==> config.mk <==
export PLATFORM = sky130hd
export DESIGN_NAME = pipe_stage_chain
export DESIGN_NICKNAME = d
export VERILOG_FILES = /design/src/rtl/pipe_stage_chain.sv
export SDC_FILE = /design/constraint.sdc
export NUM_CORES = 1
export LEC_CHECK = 0
export CORE_MARGIN = 3
export CORE_UTILIZATION = 39
export DETAILED_ROUTE_END_ITERATION = 7
export PLACE_DENSITY = 0.77
export SETUP_SLACK_MARGIN = 0.2
export SLEW_MARGIN = 20
export SYNTH_ARGS = -nofsm -noshare
export SYNTH_HDL_FRONTEND = slang
export SYNTH_SLANG_ARGS = --single-unit
==> constraint.sdc <==
create_clock -name clk -period 2.4 [get_ports clk]
set_clock_uncertainty 0.15 [all_clocks]
set_input_delay 0.48 -clock clk [delete_from_list [all_inputs] [get_ports clk]]
set_output_delay 0.48 -clock clk [all_outputs]
set_load 0.05 [all_outputs]
==> src/rtl/pipe_stage_chain.sv <==
// pipe_stage_chain: generic chain of STAGES register slices carrying a DATA_W
// payload with a ready/valid handshake, bubble collapse, synchronous flush
// and an occupancy count.
//
// Build option: define PIPE_STAGE_CHAIN_SKID_EN to place a one-entry skid
// register ahead of slice 0. in_ready then comes from a register instead of
// the combinational out_ready path, and capacity grows to STAGES+1.
module pipe_stage_chain #(
    parameter int                DATA_W      = 32,
    parameter int                STAGES      = 1,
    parameter logic [DATA_W-1:0] CLEAR_VALUE = '0
) (
    input  logic                          clk,
    input  logic                          reset_n,
    input  logic                          flush,
    input  logic                          in_valid,
    output logic                          in_ready,
    input  logic [DATA_W-1:0]             in_data,
    output logic                          out_valid,
    input  logic                          out_ready,
    output logic [DATA_W-1:0]             out_data,
    output logic [$clog2(STAGES+2)-1:0]   occupancy
);

    localparam int OCC_W = $clog2(STAGES + 2);

    // Slice state; index 0 is the input side, STAGES-1 drives the outputs.
    logic [STAGES-1:0] valid_reg;
    logic [DATA_W-1:0] data_reg [STAGES];
    logic [STAGES-1:0] valid_next;
    logic [DATA_W-1:0] data_next [STAGES];

    // ready[k]: slice k may load this cycle (it is empty or its content moves on).
    logic [STAGES-1:0] ready;

    // What each slice would load: the previous slice, or the head for slice 0.
    logic [STAGES-1:0] src_valid;
    logic [DATA_W-1:0] src_data [STAGES];

    // Entry offered to slice 0 (new input, or the skid entry when present).
    logic              head_valid;
    logic [DATA_W-1:0] head_data;

    logic              in_fire;
    logic              out_fire;
    logic [OCC_W-1:0]  occ_reg;
    logic [OCC_W-1:0]  occ_next;

`ifdef PIPE_STAGE_CHAIN_SKID_EN
    logic              skid_valid_reg;
    logic [DATA_W-1:0] skid_data_reg;
`endif

    // Per-slice ready and source wiring. ready[k] is written as "not every
    // slice from k to the output is full, or the output drains" which is the
    // unrolled form of ready[k] = !valid[k] || ready[k+1]; it avoids a
    // self-referencing vector while producing the same combinational chain.
    for (genvar gi = 0; gi < STAGES; gi++) begin : g_slice
        assign ready[gi] = out_ready || !(&valid_reg[STAGES-1:gi]);
        if (gi == 0) begin : g_head
            assign src_valid[gi] = head_valid;
            assign src_data[gi]  = head_data;
        end else begin : g_link
            assign src_valid[gi] = valid_reg[gi-1];
            assign src_data[gi]  = data_reg[gi-1];
        end
    end

`ifdef PIPE_STAGE_CHAIN_SKID_EN
    // in_ready depends only on the skid register, so the out_ready -> in_ready
    // path is cut; the skid entry has priority over new input into slice 0.
    assign in_ready   = reset_n && !flush && !skid_valid_reg;
    assign in_fire    = in_valid && in_ready;
    assign head_valid = skid_valid_reg || in_fire;
    assign head_data  = skid_valid_reg ? skid_data_reg : in_data;

    // Skid register: catch an accepted input slice 0 cannot take, drain it
    // as soon as slice 0 becomes ready.
    always_ff @(posedge clk or negedge reset_n) begin
        if (!reset_n) begin
            skid_valid_reg <= 1'b0;
            skid_data_reg  <= CLEAR_VALUE;
        end else if (flush) begin
            skid_valid_reg <= 1'b0;
            skid_data_reg  <= CLEAR_VALUE;
        end else if (skid_valid_reg) begin
            if (ready[0]) begin
                skid_valid_reg <= 1'b0;
            end
        end else if (in_fire && !ready[0]) begin
            skid_valid_reg <= 1'b1;
            skid_data_reg  <= in_data;
        end
    end
`else
    // Without a skid stage the input is accepted exactly when slice 0 can load.
    assign in_ready   = reset_n && !flush && ready[0];
    assign in_fire    = in_valid && in_ready;
    assign head_valid = in_fire;
    assign head_data  = in_data;
`endif

    // Consumer ignores out_valid during flush, so no output transfer is counted.
    assign out_valid = valid_reg[STAGES-1];
    assign out_data  = data_reg[STAGES-1];
    assign out_fire  = out_valid && out_ready && !flush;

    // Next slice contents: a ready slice takes its source; data only loads
    // when the incoming entry is valid so out_data keeps the last real value.
    always_comb begin
        for (int k = 0; k < STAGES; k++) begin
            valid_next[k] = valid_reg[k];
            data_next[k]  = data_reg[k];
            if (ready[k]) begin
                valid_next[k] = src_valid[k];
                if (src_valid[k]) begin
                    data_next[k] = src_data[k];
                end
            end
        end
    end

    // Slice registers; flush squashes every in-flight entry.
    always_ff @(posedge clk or negedge reset_n) begin
        if (!reset_n) begin
            valid_reg <= '0;
            for (int k = 0; k < STAGES; k++) begin
                data_reg[k] <= CLEAR_VALUE;
            end
        end else if (flush) begin
            valid_reg <= '0;
            for (int k = 0; k < STAGES; k++) begin
                data_reg[k] <= CLEAR_VALUE;
            end
        end else begin
            valid_reg <= valid_next;
            for (int k = 0; k < STAGES; k++) begin
                data_reg[k] <= data_next[k];
            end
        end
    end

    // Occupancy follows the handshakes: +1 per input, -1 per output transfer.
    assign occ_next = occ_reg + OCC_W'(in_fire) - OCC_W'(out_fire);

    // Occupancy register, cleared by flush.
    always_ff @(posedge clk or negedge reset_n) begin
        if (!reset_n) begin
            occ_reg <= '0;
        end else if (flush) begin
            occ_reg <= '0;
        end else begin
            occ_reg <= occ_next;
        end
    end

    assign occupancy = occ_reg;

endmodule

==> flow_summary.json <==
{
  "first_pass_iters": 4,
  "die_area_mm2": 0.00450,
  "worstHoldPathType": "in2async",
  "place_worst_setup_slack_ns": -0.104,
  "worst-path-buf-inv": 1,
  "area_growth_pct": 62.0,
  "worstSetupPathType": "reg2out",
  "wl_per_cell_um": 15.9,
  "cts_root_buf": "clkbuf_8",
  "cp.required_ns": 1.77,
  "r2r_slack_ns": 0.53,
  "die_w_um": 67.1,
  "grt_pass1_wl_um": 6120,
  "synth_seq_cells": 35,
  "r2r_end": "occupancy[1]$_DFF_PN0_",
  "drive_gt1_share_pct": 11.0,
  "die_h_um": 67.1,
  "synth_top_cell_area_share_pct": 60.2,
  "grt_pass1_vias": 1306,
  "port_buffers": 72,
  "synth.area.top_cells": "dfrtp_1 60%, a22o_1 14%, nand4b_1 5.4%, nand2b_1 4.3%, buf_6 2.3%",
  "drv_slew": 0,
  "drt_iter0_drc": 105,
  "hold_viol": 0,
  "final_cells": 237,
  "clk_latency_ns": 0.28,
  "outcome": "completed",
  "start_kind": "register",
  "path_cells": "clkdlybuf4s50_1",
  "r2r_start": "out_valid$_DFFE_PN0P_",
  "period_minus_slack_ns": 2.12,
  "syn-mean-instance-area_um2": 12.8,
  "rsz0062_at_grt": "no",
  "postSynthCellCount": 114,
  "cp_max_fo": 3,
  "fin_area_mm2": 0.00236,
  "finalWorstSetupSlack_ns": 0.279,
  "grt_overflow": 0,
  "crit_arrival_ns": 1.49,
  "synth_top_area_cell": "dfrtp_1",
  "max_stage_delay_ns": 0.81,
  "antenna_found_initial": 0,
  "p_leak_nw": 1.04,
  "tightest_slew_ns": 0.587,
  "end_kind": "output port",
  "cts_tree": "built",
  "postRouteAntennaNets": 0,
  "finalSetupViolCount": 0,
  "dpl-instance-area_mm2": 0.00222,
  "r2r_cells": 9,
  "gp_congestion": 0.669,
  "cap_violations": 0,
  "grt_max_degree": 24,
  "numCtsBuffers": 5,
  "crit_slowest_cell": "clkdlybuf4s50_1",
  "place_inst": 228,
  "slew_headroom_pct": 60.8,
  "pin_count": 73,
  "htree_levels": 2,
  "core_mm2": 0.00347,
  "dpl.hpwl_um": 2670,
  "clk_path_buf_depth": 2,
  "ir_worst_vdd_uv": 327,
  "n_fill_cell": 278,
  "synth_cell_types": 20,
  "rows": 21,
  "start_util_pct": 41.9,
  "grt_usage_pct": 18.2,
  "synth_area_mm2": 0.00145,
  "drcViolationCount": 0,
  "seq_area_frac_synth_pct": 60.2,
  "yosysWarnings": 0,
  "hold_buffers": 0,
  "final_net_count": 229,
  "n_antenna_cell": 0,
  "critPathTopFamily": "buffers and inverters",
  "fmax_ghz": 0.472,
  "finalCritPeriodShare_pct": 88.4,
  "p_per_area_mw_per_mm2": 634,
  "vias": 1206,
  "drt-total-wl_um": 3770,
  "clk_pin_slew_worst_paths_ns": 0.07,
  "routed_via_density": 5.09,
  "synth_nets": 153,
  "clock-sinks": 35
}
==> cell usage after synthesis <==
library cell   n
dfrtp_1       35
nand2_1        1
buf_2          4
nand4b_1       9
clkbuf_1       3
o21ai_1        6
nand2b_1      10
and2_1         2
buf_6          3
inv_1          3
a21oi_2        1
nor2_1         3
nor2b_1        1
ha_1           2
a22o_1        23
xnor2_1        1
nand2b_4       1
xor2_1         1
o21ai_0        4
and4b_1        1
==> registers in the layout, indices dropped and copies added (netlist names) <==
name / cells
out_valid: 1
occupancy: 2
out_data: 32
==> cell families after synthesis <==
| group | count (synthesis) | synth area share, % |
|---|---|---|
| DFF | 35 | 60.2 |
| and+or+nand+nor | 28 | 13.7 |
| buffers and inverters | 13 | 5.25 |
| xor gates and xnor gates | 2 | 1.21 |
| adders and majority gates | 2 | 1.72 |
| AOI/OAI and AO/OA | 34 | 17.9 |
==> power breakdown <==
part / switching (mW) / internal [mW] / total [mW]
clock network: 0.202 / 0.336 / 0.537
registers: 0.0177 / 0.619 / 0.636
logic: 0.181 / 0.139 / 0.320
==> how the worst max path moves through the flow <==
stage	start	end	slack (ns)	cells after the start
floorplan	out_valid$_DFFE_PN0P_	occupancy[1]$_DFF_PN0_	0.22	11
global placement	out_ready	occupancy[1]$_DFF_PN0_	-0.05	10
finish	out_valid$_DFFE_PN0P_	out_valid	0.28	1
global route	flush	occupancy[1]$_DFF_PN0_	0.20	9
detailed placement	out_ready	out_data[4]$_DFFE_PN0P_	-0.10	5
CTS	out_valid$_DFFE_PN0P_	out_valid	0.26	1
==> layout by cell type (no fill, tap or decap), drive strengths merged <==
| cell | count |
|---|---|
| nand2b | 11 |
| nor2 | 3 |
| a22o | 23 |
| xor2 | 1 |
| xnor2 | 1 |
| bufinv | 1 |
| nor2b | 1 |
| inv | 3 |
| dfrtp | 35 |
| buf | 9 |
| clkdlybuf4s50 | 69 |
| clkbuf | 6 |
| nand4b | 9 |
| clkinv | 1 |
| ha | 2 |
| dlygate4sd2 | 1 |
| and4b | 1 |
| a21oi | 1 |
| and2 | 2 |
| o21ai | 10 |
| nand2 | 1 |
==> what timing repair did <==
action | in CTS | in global routing
setup buffers | 1 | 0
pin swaps | 1 | 0
endpoints found under the hold margin | 0 | 0
setup endpoints to repair | 24 | 22
gates resized for setup | 2 | 1
==> routing by layer <==
metal	share of wire [%]	GRT usage, %	routed length (um)
met2	46	29.4	1730
met5	0	0	0
met1	43	23.3	1630
met3	10	5.90	381
met4	0.82	4.56	31
==> area by class of cell <==
| cell class | instances | area (um^2) | share of cell area [%] |
|---|---|---|---|
| clock inverter | 2 | 35.0 | 1.49 |
| clock buffer | 6 | 82.6 | 3.51 |
| timing repair buffer | 79 | 781 | 33.1 |
| multi-input combinational | 66 | 512 | 21.7 |
| sequential | 35 | 877 | 37.2 |
| inverter | 3 | 11.3 | 0.478 |
| tap | 46 | 57.6 | 2.44 |
==> stage by stage <==
step	hold WS (ns)	TNS, ns	util, %	total power, mW
6_report	0.0153	0	67.9	1.49
5_1_grt	0.0254	0	67.9	1.55
4_1_cts	0.00915	0	67.7	1.51
3_5_place_dp	0.320	-2.13	64.0	0.964
3_3_place_gp	0.313	-0.908	64.0	0.960
2_1_floorplan	0.0344	0	-	0.815
==> worst reg2reg max path: stages (launching register included) <==
cell and delay (ns):
dfrtp_2 0.43, nand2b_4 0.08, and4b_1 0.21, inv_1 0.06, ha_1 0.26, inv_1 0.06
ha_1 0.14, xor2_1 0.17, xnor2_1 0.14, nor2_1 0.05
No activity file was read; power rests on OpenSTA's default activity.
